==> src/rtl/prng_stream.sv <==
// prng_stream: Galois-LFSR pseudo-random word source with a valid/ready
// output stream, runtime seed load and STEPS LFSR shifts per emitted word.
//
// Optional build macro: PRNG_WHITEN_EN
//   defined   -> rnd captures lfsr ^ (lfsr >> (WIDTH/2)) (whitening fold)
//   undefined -> rnd captures the raw LFSR value
// The LFSR sequence, timing and handshake are the same in both builds.
//
// Output handshake: rnd/out_valid are registered. While out_valid is high,
// rnd and out_valid do not change (except on seed_we or reset). A word
// transfers on every rising clk edge where out_valid && out_ready. A seed load
// in the same cycle as such an edge still counts as a completed transfer.
//
// Parameter legality (not checked in hardware):
//   WIDTH 4..32, STEPS 1..WIDTH, TAPS maximal-length for WIDTH.

module prng_stream #(
  parameter int          WIDTH = 32,
  parameter logic [31:0] TAPS  = 32'hA3000000,
  parameter logic [31:0] SEED  = 32'd1,
  parameter int          STEPS = 1
) (
  input  logic             clk,
  input  logic             rst_n,
  input  logic             en,
  input  logic             seed_we,
  input  logic [WIDTH-1:0] seed_in,
  output logic             out_valid,
  input  logic             out_ready,
  output logic [WIDTH-1:0] rnd
);

  // Counter only has to reach STEPS-1, and STEPS is at most WIDTH.
  localparam int CNT_W = $clog2(WIDTH + 1);

  localparam logic [CNT_W-1:0] LAST_CNT  = CNT_W'(STEPS - 1);
  localparam logic [WIDTH-1:0] TAP_MASK  = TAPS[WIDTH-1:0];
  localparam logic [WIDTH-1:0] ONE_W     = {{(WIDTH-1){1'b0}}, 1'b1};
  localparam logic [WIDTH-1:0] SEED_W    = SEED[WIDTH-1:0];
  // A zero seed would lock the LFSR at zero forever.
  localparam logic [WIDTH-1:0] SEED_INIT = (SEED_W == '0) ? ONE_W : SEED_W;

  typedef enum logic {
    ST_FILL    = 1'b0,
    ST_PRESENT = 1'b1
  } state_e;

  // One Galois shift: feed back the tap mask when the bit shifted out is 1.
  function automatic logic [WIDTH-1:0] lfsr_step(input logic [WIDTH-1:0] v);
    logic [WIDTH-1:0] r;
    r = v >> 1;
    if (v[0]) begin
      r = r ^ TAP_MASK;
    end
    return r;
  endfunction

  // Word that is presented on rnd for a given LFSR value.
  function automatic logic [WIDTH-1:0] out_word(input logic [WIDTH-1:0] v);
`ifdef PRNG_WHITEN_EN
    return v ^ (v >> (WIDTH / 2));
`else
    return v;
`endif
  endfunction

  state_e           state_q, state_d;
  logic [WIDTH-1:0] lfsr_q, lfsr_d;
  logic [CNT_W-1:0] cnt_q, cnt_d;
  logic [WIDTH-1:0] rnd_q, rnd_d;
  logic             valid_q, valid_d;

  logic [WIDTH-1:0] lfsr_next;
  logic [WIDTH-1:0] seed_safe;
  logic             xfer;

  // Shared combinational helpers: next LFSR value, guarded seed, handshake.
  always_comb begin
    lfsr_next = lfsr_step(lfsr_q);
    seed_safe = (seed_in == '0) ? ONE_W : seed_in;
    xfer      = valid_q && out_ready;
  end

  // Next-state logic: seed load overrides everything, then FILL/PRESENT.
  always_comb begin
    state_d = state_q;
    lfsr_d  = lfsr_q;
    cnt_d   = cnt_q;
    rnd_d   = rnd_q;
    valid_d = valid_q;

    if (seed_we) begin
      // Aborts any fill in progress; a same-cycle transfer already happened
      // on this edge from the consumer's point of view.
      lfsr_d  = seed_safe;
      cnt_d   = '0;
      valid_d = 1'b0;
      state_d = ST_FILL;
    end else begin
      case (state_q)
        ST_FILL: begin
          if (en) begin
            lfsr_d = lfsr_next;
            if (cnt_q == LAST_CNT) begin
              rnd_d   = out_word(lfsr_next);
              valid_d = 1'b1;
              cnt_d   = '0;
              state_d = ST_PRESENT;
            end else begin
              cnt_d = cnt_q + CNT_W'(1);
            end
          end
        end
        ST_PRESENT: begin
          // Word held regardless of en; LFSR does not move in the
          // handshake cycle.
          if (xfer) begin
            valid_d = 1'b0;
            state_d = ST_FILL;
          end
        end
        default: begin
          state_d = ST_FILL;
          valid_d = 1'b0;
          cnt_d   = '0;
        end
      endcase
    end
  end

  // State registers with synchronous active-low reset.
  always_ff @(posedge clk) begin
    if (!rst_n) begin
      state_q <= ST_FILL;
      lfsr_q  <= SEED_INIT;
      cnt_q   <= '0;
      rnd_q   <= '0;
      valid_q <= 1'b0;
    end else begin
      state_q <= state_d;
      lfsr_q  <= lfsr_d;
      cnt_q   <= cnt_d;
      rnd_q   <= rnd_d;
      valid_q <= valid_d;
    end
  end

  assign out_valid = valid_q;
  assign rnd       = rnd_q;

endmodule
==> config.mk <==
export PLATFORM = sky130hd
export DESIGN_NAME = prng_stream
export DESIGN_NICKNAME = d
export VERILOG_FILES = /design/src/rtl/prng_stream.sv
export SDC_FILE = /design/constraint.sdc
export NUM_CORES = 1
export LEC_CHECK = 0
export ABC_AREA = 1
export CORE_UTILIZATION = 45
export CTS_CLUSTER_DIAMETER = 100
export CTS_CLUSTER_SIZE = 10
export DETAILED_ROUTE_END_ITERATION = 12
export PLACE_DENSITY_LB_ADDON = 0.3
export SYNTH_ARGS = -nofsm -noshare
export SYNTH_HDL_FRONTEND = slang
export SYNTH_SLANG_ARGS = --single-unit
==> constraint.sdc <==
create_clock -name clk -period 1.4 [get_ports clk]
set_clock_uncertainty 0.05 [all_clocks]
set_input_delay 0.28 -clock clk [delete_from_list [all_inputs] [get_ports clk]]
set_output_delay 0.28 -clock clk [all_outputs]
set_load 0.005 [all_outputs]
After elaboration in Yosys (flattened, before gate mapping)
Index checks and enable logic that the tools add are counted.
- reductions and logical operators: 9
- bitwise gates (word level): 4
- add/sub/neg operators: 1
- mux-type cells: 14
- eq/ne operators: 4
- operator list (kind ; count):
    $mux 32 ; 5
    $logic_not 32->1 ; 1
    $add 6x1->6 const B ; 1
    $logic_not 6->1 ; 1
    $mux 1 ; 6
    $mux 6 ; 1
    $ne 2x2->1 const B ; 3
    $not 3->4 ; 1
    $pmux 1 s2 ; 2
    $reduce_and 2->1 ; 2
    $reduce_and 4->1 ; 1
    $not 1->1 ; 3
    $reduce_and 3->1 ; 1
    $ne 2x1->1 const B ; 1
    $reduce_bool 2->1 ; 1
    $reduce_or 2->1 ; 1
    $logic_and 1x1->1 ; 1
- output and inout port bits: 33
- bits in registers: 72
- word-level logic and storage cells: 37
- bits of input ports: 37

Longest topological paths before layout
- word-level depth: 5
- depth in mapped cells: 8
- mapped depth without buffers: 8

Worst setup path after synthesis
No wires, ideal clock.
- kind: reg2reg
- start point: register cnt_q[0]
- end point: register rnd_q[0], in the netlist rnd[0]
- path buffers: 1
- slack: 21 ps
- library setup time: 132 ps
- cell stages (with the launch flop): 9
- period minus slack after synthesis: 1379 ps
- arrival: 1196 ps
- cells stage by stage: dfxtp_1 -> inv_1 -> ha_1 -> nand4_4 -> nor2_8 -> nand2_4 -> buf_2 -> nand2_1 -> a21oi_1
- word-level cells in the longest chain between the ends: 2
- ends and longest elaborated chain (what ; RTL line ; text):
    from (decl) ; 69 ; logic [CNT_W-1:0] cnt_q, cnt_d;
    from (signal assigned) ; 142 ; cnt_q <= cnt_d;
    $logic_not 6->1 ; 104 ; if (cnt_q == LAST_CNT) begin
    $reduce_and 4->1 (no line) ; n/a ;
    to (signal assigned) ; 143 ; rnd_q <= rnd_d;
    to (decl) ; 70 ; logic [WIDTH-1:0] rnd_q, rnd_d;
No other way between the ends.
A chain may end at the register's enable or synchronous reset.

Worst setup path after layout
- start point: register cnt_q[1]
- end point: register rnd_q[31], in the netlist rnd[31]
Same word-level chain as after synthesis.

==> summary.txt <==
CP top delay family: buffers and inverters
FMAX: 712 MHz
Vias: 3116
Clk Latency, worst-skew pair: 0.35 ns
Layout filler cell count: 562
Kind of critical path: flop to flop
Area grow syn2layout: 38.6%
Cell Chain, Critical Path: inv_2 > ha_4 > nand4_4 > nor2_8 > buf_6 > clkbuf_16 > nand3_1 > a21oi_1
FF+latch count, synth: 72
Final max-slew violation count: 0
Peak per-stage delay on the critical path: 0.33 ns
Final setup viols: 1
GRT met2 Usage: 37.7%
Slowest-stage cell, CP: dfxtp_2
Post-layout util: 66.0%
Yosys warns: 0
Top Ports: 70
CTS buffer count: 9
Post-synthesis sequential area ratio: 46.6%
Drt pass-1 iters: 9
Clk sinks: 72
Core area: 6490 µm²
CP required: 1.63 ns
Worst Slack Setup Final: -0.00408 ns
Slew at the pin closest to its max-slew limit: 0.302 ns
NumNets Final: 534
Static Leak: 1.78 nW
Iter 0 DRT Violations: 228
Vias in the first global route: 2846
Unique cell type count in the Yosys netlist: 25
Final min period: 1.40 ns
DP Area: 3990 µm²
Slew HR: 79.9%
Critical Path End Type: flop
Outcome: finished, violations left
Share of cells above drive strength 1: 16.8%
Routed Antenna Nets: 0
Final WL: 8240 µm
Die Span X: 84.9 µm
Tcrit/Tclk final: 100%
Total gr overflow: 0
Final Hold Vio Count: 0
Peak supply drop: 460 µV
Die area: 7210 µm²
Chip Height: 84.9 µm
Register area: 1460 µm²
Hold Path Class: flop to flop
Multi-input combinational cell area: 1500 µm²
Post-Place Worst Slack: -0.255 ns
I/O Buffers: 69
Post-DP HPWL: 5390 µm
Cells after Synth: 414
# rows: 29
Startpoint Class: flop
Placer Congestion: 0.791
Htree depth: 3
Tot GR Track Use: 23.3%
Clk slew on worst S/H paths: 0.07 ns
Crit path max fanout: 5
Mean number of vias per cell: 5.40
Max-Cap Viols: 0
Pwr/cell area: 1050 nW/µm²
WP buf/inv: 3
Fin area: 4290 µm²
Met3 Resource Use GR: 5.25%
Global Route met1 Usage: 31.0%
CTS root buffer: clkbuf_8
CTS max path bufs: 2
Worst path arrival time: 1.64 ns
Global-route wire length before repair: 13300 µm
Largest net degree at the start of global routing: 33
Most used routing layer: met2
Initial Utilization: 47.7%
Failing checks: DRC, setup timing
Remaining DRCs: 3
Netlist Area Pre-Place: 3100 µm²
Post-Syn Nets: 453
Antenna violations before repair: 0
Number of diodes: 0
Routed len/inst: 14.3 µm
CTS tree: yes
Syn_area_per_cell: 7.48 µm²
RSZ-0062 raised after global routing: yes
tightest hold or removal path: cells and delay by family, from the launching register on:
kind | cells | cell delay [ns]
DFF | 1 | 0.32
AOI/OAI and AO/OA | 1 | 0.05
and+or+nand+nor | 1 | 0.05
kinds of logic (layout without fill, tap and decap cells):
logic type | Yosys count | in the layout | synth area share [%]
buffers and inverters | 46 | 132 | 6.95
xor gates and xnor gates | 5 | 5 | 1.41
DFF | 72 | 72 | 46.6
adders and majority gates | 2 | 2 | 0.808
and+or+nand+nor | 163 | 163 | 23.6
AOI/OAI and AO/OA | 126 | 126 | 20.6
metal layers:
metal,part of all wire (%),wire length (µm)
met1,45,3700
met2,47,3880
met3,7.0,575
met4,1.1,89
met5,0,0
sequential cells by signal, indices dropped and copies added (netlist names):
register / count
out_valid: 1
state_q: 1
lfsr_q: 32
rnd: 32
cnt_q: 6
path summary, 6_finish.rpt:
| check | slack [ns] | end | cells after the start | start |
|---|---|---|---|---|
| worst max-delay path | -0.004 | rnd[31] | 8 | cnt_q[1] |
| worst min-delay path | 0.40 | rnd[20] | 2 | rnd[20] |
| worst max register to register | -0.004 | rnd[31] | 8 | cnt_q[1] |
| worst min register to register | 0.40 | rnd[20] | 2 | rnd[20] |
layout by cell type (no fill, tap or decap), drive strengths merged:
master / instances
a21oi: 63
buf: 30
clkbuf: 15
clkdlybuf4s50: 36
clkinv: 2
dfxtp: 72
dlygate4sd2: 33
ha: 2
inv: 16
nand2: 92
nand3: 35
nand4: 2
nor2: 30
nor3: 2
nor3b: 2
o211ai: 3
o21ai: 60
xor2: 5
what timing repair did:
action / 4_1_cts / 5_1_grt
hold buffers: 0 / 0
gates cloned: 1 / 1
resized for setup: 59 / 11
pin swaps: 7 / 11
endpoints found under the setup margin: 52 / 33
buffers inserted: 2 / 0
synthesized netlist by cell type, drive strengths merged:
cell type	number	area share, %
nand2	92	12
dfxtp	72	47
a21oi	63	10
o21ai	60	9.7
nand3	35	5.7
nor2	30	4.4
buf	17	3.4
inv	16	1.9
clkbuf	13	1.6
xor2	5	1.4
o211ai	3	0.73
ha	2	0.81
nand4	2	0.89
nor3	2	0.48
nor3b	2	0.48
cell type report:
cell class,count,area share (%)
multi-input cells,296,34.9
flip-flops and latches,72,34.1
repair buffers,100,23.2
clock buffers,14,3.79
well taps,77,2.25
inverters,16,1.40
clock inverters,2,0.321
per-stage QoR:
stage | cells | hold slack, ns | TNS (ns) | power [W]
2_1_floorplan | 414 | 0.364 | 0 | 0.00264
3_3_place_gp | 557 | 0.397 | -12.23 | 0.00296
3_5_place_dp | 557 | 0.402 | -13.59 | 0.00298
4_1_cts | 576 | 0.408 | -0.00146 | 0.00448
5_1_grt | 577 | 0.419 | -1.86 | 0.00470
6_report | 577 | 0.404 | -0.00408 | 0.00448
report_power, final:
part	total [W]	switching, W	internal [W]
sequential	0.00224	0.0000815	0.00216
clock	0.00150	0.000759	0.000743
combinational	0.000737	0.000377	0.000360
total	0.00448	0.00122	0.00327
Power figures use the tool's default switching activity.
